<file path="config.mk">
export PLATFORM = sky130hd
export DESIGN_NAME = mmio_uart_tx
export DESIGN_NICKNAME = d
export VERILOG_FILES = /design/src/rtl/uart_pkg.sv /design/src/rtl/uart_tx_fifo.sv /design/src/rtl/mmio_uart_tx.sv
export SDC_FILE = /design/constraint.sdc
export NUM_CORES = 1
export LEC_CHECK = 0
export ABC_AREA = 0
export ABC_CLOCK_PERIOD_IN_PS = 6100
export CORE_UTILIZATION = 55
export CTS_BUF_LIST = sky130_fd_sc_hd__clkbuf_8
export CTS_CLUSTER_DIAMETER = 150
export CTS_CLUSTER_SIZE = 8
export DETAILED_ROUTE_END_ITERATION = 16
export PLACE_DENSITY = 0.93
export SLEW_MARGIN = 25
export SYNTH_ARGS = -nofsm -noshare
export SYNTH_HDL_FRONTEND = slang
export SYNTH_HIERARCHICAL = 1
export SYNTH_SLANG_ARGS = --single-unit
</file>
<file path="constraint.sdc">
create_clock -name clk -period 6.1 [get_ports clk]
set_input_delay 0.61 -clock clk [delete_from_list [all_inputs] [get_ports clk]]
set_output_delay 0.61 -clock clk [all_outputs]
set_load 0.005 [all_outputs]
</file>
<file path="src/rtl/uart_pkg.sv">
// Shared types and constants for the memory-mapped UART transmitter:
// FSM states, register offsets, STATUS bit positions and the bus lane swap.
package uart_pkg;

  typedef enum logic [2:0] {
    IDLE,
    START,
    DATA,
    PARITY,
    STOP
  } tx_state_t;

  localparam logic [3:0] TXDATA_OFF = 4'h0;
  localparam logic [3:0] STATUS_OFF = 4'h4;

  localparam int STAT_BUSY      = 0;
  localparam int STAT_FULL      = 1;
  localparam int STAT_EMPTY     = 2;
  localparam int STAT_OVERFLOW  = 3;
  localparam int STAT_COUNT_LSB = 8;

  localparam int OVF_CLR_BIT = 27;

  // The core places CPU byte 0 on lanes [31:24]; this maps between the two views.
  function automatic logic [31:0] byte_swap(input logic [31:0] v);
    return {v[7:0], v[15:8], v[23:16], v[31:24]};
  endfunction

endpackage

</file>
<file path="src/rtl/uart_tx_fifo.sv">
// Circular TX FIFO with wrap-bit pointers; the head word is presented
// combinationally so the transmitter can pop and load in the same cycle.
module uart_tx_fifo #(
  parameter int DEPTH = 8,
  parameter int WIDTH = 8
) (
  input  logic                   clk,
  input  logic                   reset,
  input  logic                   push,
  input  logic                   pop,
  input  logic [WIDTH-1:0]       din,
  output logic [WIDTH-1:0]       dout,
  output logic                   full,
  output logic                   empty,
  output logic [$clog2(DEPTH):0] count
);

  localparam int AW = $clog2(DEPTH);

  logic [WIDTH-1:0] mem [DEPTH];
  logic [AW:0]      wr_ptr_reg;
  logic [AW:0]      rd_ptr_reg;
  logic             do_push;
  logic             do_pop;

  // Full is judged on pre-edge pointers, so a push coinciding with a pop while full is lost.
  assign full    = (wr_ptr_reg[AW] != rd_ptr_reg[AW]) &&
                   (wr_ptr_reg[AW-1:0] == rd_ptr_reg[AW-1:0]);
  assign empty   = (wr_ptr_reg == rd_ptr_reg);
  assign count   = wr_ptr_reg - rd_ptr_reg;
  assign do_push = push & ~full;
  assign do_pop  = pop & ~empty;
  assign dout    = mem[rd_ptr_reg[AW-1:0]];

  always_ff @(posedge clk) begin
    if (do_push) begin
      mem[wr_ptr_reg[AW-1:0]] <= din;
    end
  end

  always_ff @(posedge clk or posedge reset) begin
    if (reset) begin
      wr_ptr_reg <= '0;
      rd_ptr_reg <= '0;
    end else begin
      if (do_push) begin
        wr_ptr_reg <= wr_ptr_reg + (AW+1)'(1);
      end
      if (do_pop) begin
        rd_ptr_reg <= rd_ptr_reg + (AW+1)'(1);
      end
    end
  end

endmodule

</file>
<file path="src/rtl/mmio_uart_tx.sv">
// Memory-mapped UART transmitter: TXDATA/STATUS window, TX FIFO, 8N1 serialiser.
// Define UART_TX_PARITY_EN to insert an even-parity bit (8E1 frames).
module mmio_uart_tx
  import uart_pkg::*;
#(
  parameter int          CLKS_PER_BIT = 868,
  parameter int          FIFO_DEPTH   = 8,
  parameter logic [31:0] BASE_ADDR    = 32'h1000_0000
) (
  input  logic        clk,
  input  logic        reset,
  input  logic [31:0] bus_addr,
  input  logic [31:0] bus_wdata,
  input  logic [3:0]  bus_byte_mask,
  input  logic        bus_we,
  output logic [31:0] bus_rdata,
  output logic        sel_hit,
  output logic        tx,
  output logic        tx_empty_irq
);

  localparam int CNT_W  = $clog2(FIFO_DEPTH) + 1;
  localparam int BAUD_W = $clog2(CLKS_PER_BIT);

  logic [3:0]        offset;
  logic              write_qual;
  logic              write_qual_reg;
  logic              write_edge;
  logic              push;
  logic              drop;
  logic              clr_ovf;
  logic              overflow_reg;

  logic              fifo_full;
  logic              fifo_empty;
  logic [7:0]        fifo_dout;
  logic [CNT_W-1:0]  fifo_count;
  logic [3:0]        count_disp;
  logic              pop;

  tx_state_t         state_reg, state_next;
  logic [BAUD_W-1:0] baud_reg, baud_next;
  logic [2:0]        bit_reg, bit_next;
  logic [7:0]        data_reg, data_next;
  logic              tx_reg, tx_next;
  logic              baud_last;

  logic [31:0]       status_v;
  logic              unused_bits;

  assign unused_bits = ^{bus_wdata[23:0], bus_byte_mask[2:0]};

  // ---------------- bus decode ----------------
  assign sel_hit    = (bus_addr[31:4] == BASE_ADDR[31:4]);
  assign offset     = bus_addr[3:0];
  assign write_qual = sel_hit & bus_we & bus_byte_mask[3];
  // A core may hold a store for several cycles; only its first cycle pushes.
  assign write_edge = write_qual & ~write_qual_reg;
  assign push       = write_edge & (offset == TXDATA_OFF);
  assign drop       = push & fifo_full;
  assign clr_ovf    = write_qual & (offset == STATUS_OFF) & bus_wdata[OVF_CLR_BIT];

  always_ff @(posedge clk or posedge reset) begin
    if (reset) begin
      write_qual_reg <= 1'b0;
      overflow_reg   <= 1'b0;
    end else begin
      write_qual_reg <= write_qual;
      if (drop) begin
        overflow_reg <= 1'b1;
      end else if (clr_ovf) begin
        overflow_reg <= 1'b0;
      end
    end
  end

  uart_tx_fifo #(
    .DEPTH (FIFO_DEPTH),
    .WIDTH (8)
  ) u_fifo (
    .clk   (clk),
    .reset (reset),
    .push  (push),
    .pop   (pop),
    .din   (bus_wdata[31:24]),
    .dout  (fifo_dout),
    .full  (fifo_full),
    .empty (fifo_empty),
    .count (fifo_count)
  );

  // ---------------- STATUS read path ----------------
  generate
    if (CNT_W > 4) begin : g_cnt_sat
      assign count_disp = (fifo_count > CNT_W'(15)) ? 4'hF : fifo_count[3:0];
    end else begin : g_cnt_pad
      assign count_disp = 4'(fifo_count);
    end
  endgenerate

  always_comb begin
    status_v                           = '0;
    status_v[STAT_BUSY]                = (state_reg != IDLE);
    status_v[STAT_FULL]                = fifo_full;
    status_v[STAT_EMPTY]               = fifo_empty;
    status_v[STAT_OVERFLOW]            = overflow_reg;
    status_v[STAT_COUNT_LSB +: 4]      = count_disp;
  end

  assign bus_rdata    = (sel_hit && offset == STATUS_OFF) ? byte_swap(status_v) : 32'h0;
  assign tx_empty_irq = fifo_empty & (state_reg == IDLE);

  // ---------------- transmit FSM ----------------
  assign baud_last = (baud_reg == BAUD_W'(CLKS_PER_BIT - 1));

  always_comb begin
    state_next = state_reg;
    baud_next  = baud_reg;
    bit_next   = bit_reg;
    data_next  = data_reg;
    tx_next    = 1'b1;
    pop        = 1'b0;
    case (state_reg)
      IDLE: begin
        if (!fifo_empty) begin
          pop        = 1'b1;
          data_next  = fifo_dout;
          baud_next  = '0;
          bit_next   = '0;
          state_next = START;
        end
      end
      START: begin
        tx_next = 1'b0;
        if (baud_last) begin
          baud_next  = '0;
          state_next = DATA;
        end else begin
          baud_next = baud_reg + BAUD_W'(1);
        end
      end
      DATA: begin
        tx_next = data_reg[bit_reg];
        if (baud_last) begin
          baud_next = '0;
          if (bit_reg == 3'd7) begin
`ifdef UART_TX_PARITY_EN
            state_next = PARITY;
`else
            state_next = STOP;
`endif
          end else begin
            bit_next = bit_reg + 3'd1;
          end
        end else begin
          baud_next = baud_reg + BAUD_W'(1);
        end
      end
`ifdef UART_TX_PARITY_EN
      PARITY: begin
        tx_next = ^data_reg;
        if (baud_last) begin
          baud_next  = '0;
          state_next = STOP;
        end else begin
          baud_next = baud_reg + BAUD_W'(1);
        end
      end
`endif
      STOP: begin
        if (baud_last) begin
          baud_next  = '0;
          state_next = IDLE;
        end else begin
          baud_next = baud_reg + BAUD_W'(1);
        end
      end
      default: begin
        state_next = IDLE;
      end
    endcase
  end

  // tx is registered from the current state, so the line is glitch-free and lags state by one clock.
  always_ff @(posedge clk or posedge reset) begin
    if (reset) begin
      state_reg <= IDLE;
      baud_reg  <= '0;
      bit_reg   <= '0;
      data_reg  <= '0;
      tx_reg    <= 1'b1;
    end else begin
      state_reg <= state_next;
      baud_reg  <= baud_next;
      bit_reg   <= bit_next;
      data_reg  <= data_next;
      tx_reg    <= tx_next;
    end
  end

  assign tx = tx_reg;

endmodule

</file>
==> results.toml <==
[status]
status = "completed"

[sta]
slew_violations = 0
worst_slew_pin_slew_ns = 0.933
hold_violations = 0
rsz0062_at_grt = "no"
slew_headroom = 0.378
setup_viol = 0
finalCritPeriodShare = 0.609
period_minus_slack_ns = 3.71
fmax_ghz = 0.269
worst_slack_ns = 2.39
fin_skew_ns = 0.0174
tns_ns = 0

[die]
row_count = 33
ios = 106
fp.coreArea_um2 = 8300
fp.dieH_um = 95.2
initial_core_util = 0.576
fp.dieW_um = 95.2
die_area_um2 = 9060

[layout]
multi_input_area_um2 = 1760
area_growth_pct = 16.5
nets = 491
n_antenna_cell = 0
nFillCells = 542
largest_reg_flops = 64
layout-drive-gt1-share = 0.147
stdcell_area_um2 = 5570
regArea_um2 = 2800

[placed_design]
hpwl_mm = 6.48
gp_congestion = 0.817
dp_slack_ns = 2.28
dpl-instance-area_um2 = 5340
numPortBuffers = 54

[logic_synthesis]
synth_top_family_by_area = "simple AND/OR/NAND/NOR gates"
yosys_warnings = 6
synthCells = 351
synth_area_um2 = 4780
syn_avg_cell_area_um2 = 13.6
synth_top_area_cell = "edfxtp_1"
ys_ff_latch = 99
synth_area_leaders = "edfxtp_1 40%, dfrtp_1 18%, mux4_2 8.0%, buf_4 3.8%, nand2_1 2.9%"
synthSimpleGateAreaFrac = 0.129
synth_top_area_frac = 0.402
synthAdderAreaFrac = 0.0251
yosysSeqAreaShare = 0.586
synth_mux_area_frac = 0.118
synth_xor_area_frac = 0.0199
synth_edf_count = 64
synth_flop_cell = "edfxtp_1"
synth.distinct_cells = 58
synth-compound-area-share = 0.0540
async_flop_share = 0.354

[pwr]
power_per_cell_area_nw_per_um2 = 218
ir_worst_vdd_mv = 0.293
switchingPower_mw = 0.266
combPwrFrac = 0.036
p_int_mw = 0.946
p_leak_nw = 2.15
p_total_mw = 1.21
clockPowerShare = 0.375
power_frac_seq = 0.590
swShare = 0.220

[worst_setup_path]
end_kind = "primary output"
cp.arrival_ns = 3.10
cp_max_fo = 21
crit_path_start_kind = "register"
critPathRequiredTime_ns = 5.49
rr_startpoint = "u_fifo/rd_ptr_reg[1]"
crit_type = "register to primary output"
critPathLaunch = "u_fifo/rd_ptr_reg[1]"

[global_route]
grtUsageTotal = 0.215
grt_pass1_wl_mm = 14.5
grt_pass1_vias = 3084
antenna_found_initial = 0
grt_overflow = 0
grt_max_degree = 28

[clock_network]
cts_buffers = 9
cts_sinks = 99
cts_setup_buffers = 0
clk_latency_ns = 0.36
cts_tree = "done"
h-tree-depth = 3
cts.repair.resized = 0
clock_path_buffers = 2
clockRootBuffer = "clkbuf_8"
path_clk_slew_ns = 0.11
hold_buffers = 0

[detailed_routing]
wl_per_cell_um = 17.3
wirelength_mm = 9.00
drt_iter0_markers = 112
vias = 3032
drc_errors = 0
dr.pass1.iters = 4
viasPerCell = 5.82
ant_nets = 0

[run]
max-cap-violations = 0

[min_path]
hold_class = "register to register"
hold_start = "data_reg[7]"
metal layers:
layer  share of wire  wire length, um  track usage
met4           0.015              137       0.0644
met1            0.39             3500        0.255
met5               0                0            0
met2            0.54             4890        0.392
met3           0.053              476       0.0431
worst max-delay path, cell delays in order, from the launching register on:
cell	delay, ns
dfrtp_1	0.97
inv_1	0.10
ha_1	0.33
nand3_1	0.27
nor2_1	0.31
and2_1	0.23
clkdlybuf4s50_1	0.51
path summary, 6_finish.rpt:
check / to / slack [ns] / cells past startpoint
min in group asynchronous: u_fifo/rd_ptr_reg[0] / 0.54 / 2
min reg2reg: data_reg[7] / 0.49 / 1
max reg2reg: u_fifo/mem[2][2] / 3.03 / 6
max: tx_empty_irq / 2.39 / 6
max in group asynchronous: tx / 5.05 / 2
min: data_reg[7] / 0.49 / 1
cells by family after synthesis:
group | after synthesis
simple gates | 116
mux | 31
xor+xnor | 10
flops | 99
other cells | 1
fa+ha+maj | 9
compound gates | 34
buf+inv | 51
area by class of cell:
type                            count  share of cell area
Sequential cell                    99               0.503
Multi-Input combinational cell    224               0.316
Tap cell                          105              0.0236
Timing Repair Buffer               61               0.107
Clock inverter                      7              0.0180
Inverter                           16              0.0108
Clock buffer                        9              0.0223
power groups by stage:
stage	Combinational [mW]	Clock [mW]	Sequential [mW]
finish	0.0434	0.454	0.715
global route	0.0487	0.486	0.715
CTS	0.0435	0.462	0.715
detailed placement	0.0434	0	0.729
global placement	0.0417	0	0.729
floorplan	0.0199	0	0.730
cells in the final DEF (no fill, tap or decap), drive strengths merged, types with 12 or more instances in the layout:
cell type and count:
nor2 13, dfrtp 34, clkdlybuf4s50 54, nand2 37
mux4 18, edfxtp 64, mux2 12, nand3 13
conb 24, inv 21
stage by stage:
stage          utilization  instances  hold WS, ns
2_1_floorplan            -        374        0.426
3_3_place_gp         0.643        505        0.464
3_5_place_dp         0.643        505        0.475
4_1_cts              0.670        521        0.499
5_1_grt              0.671        521        0.508
6_report             0.671        521        0.494
cell usage after synthesis, types with 2 or more instances:
cell / number
nand4_1: 3
nor3_1: 8
buf_6: 2
mux2_1: 4
nor4_1: 10
edfxtp_1: 64
nor2b_1: 5
inv_1: 15
a22o_1: 3
buf_2: 5
nand2b_1: 2
o21ai_1: 3
xor2_1: 4
xnor2_1: 5
nor2_1: 12
and2_1: 10
a221o_1: 2
nand3_1: 13
a41oi_1: 2
nand2_1: 37
and3_1: 4
mux2_2: 5
o21a_1: 2
buf_4: 24
a21oi_1: 3
o22ai_1: 2
ha_1: 8
a31oi_1: 8
a31o_1: 2
clkbuf_1: 3
mux4_2: 17
a211oi_1: 2
and4_1: 2
mux2_4: 3
dfrtp_1: 34
Note: power is estimated with default switching activity, not from simulation.
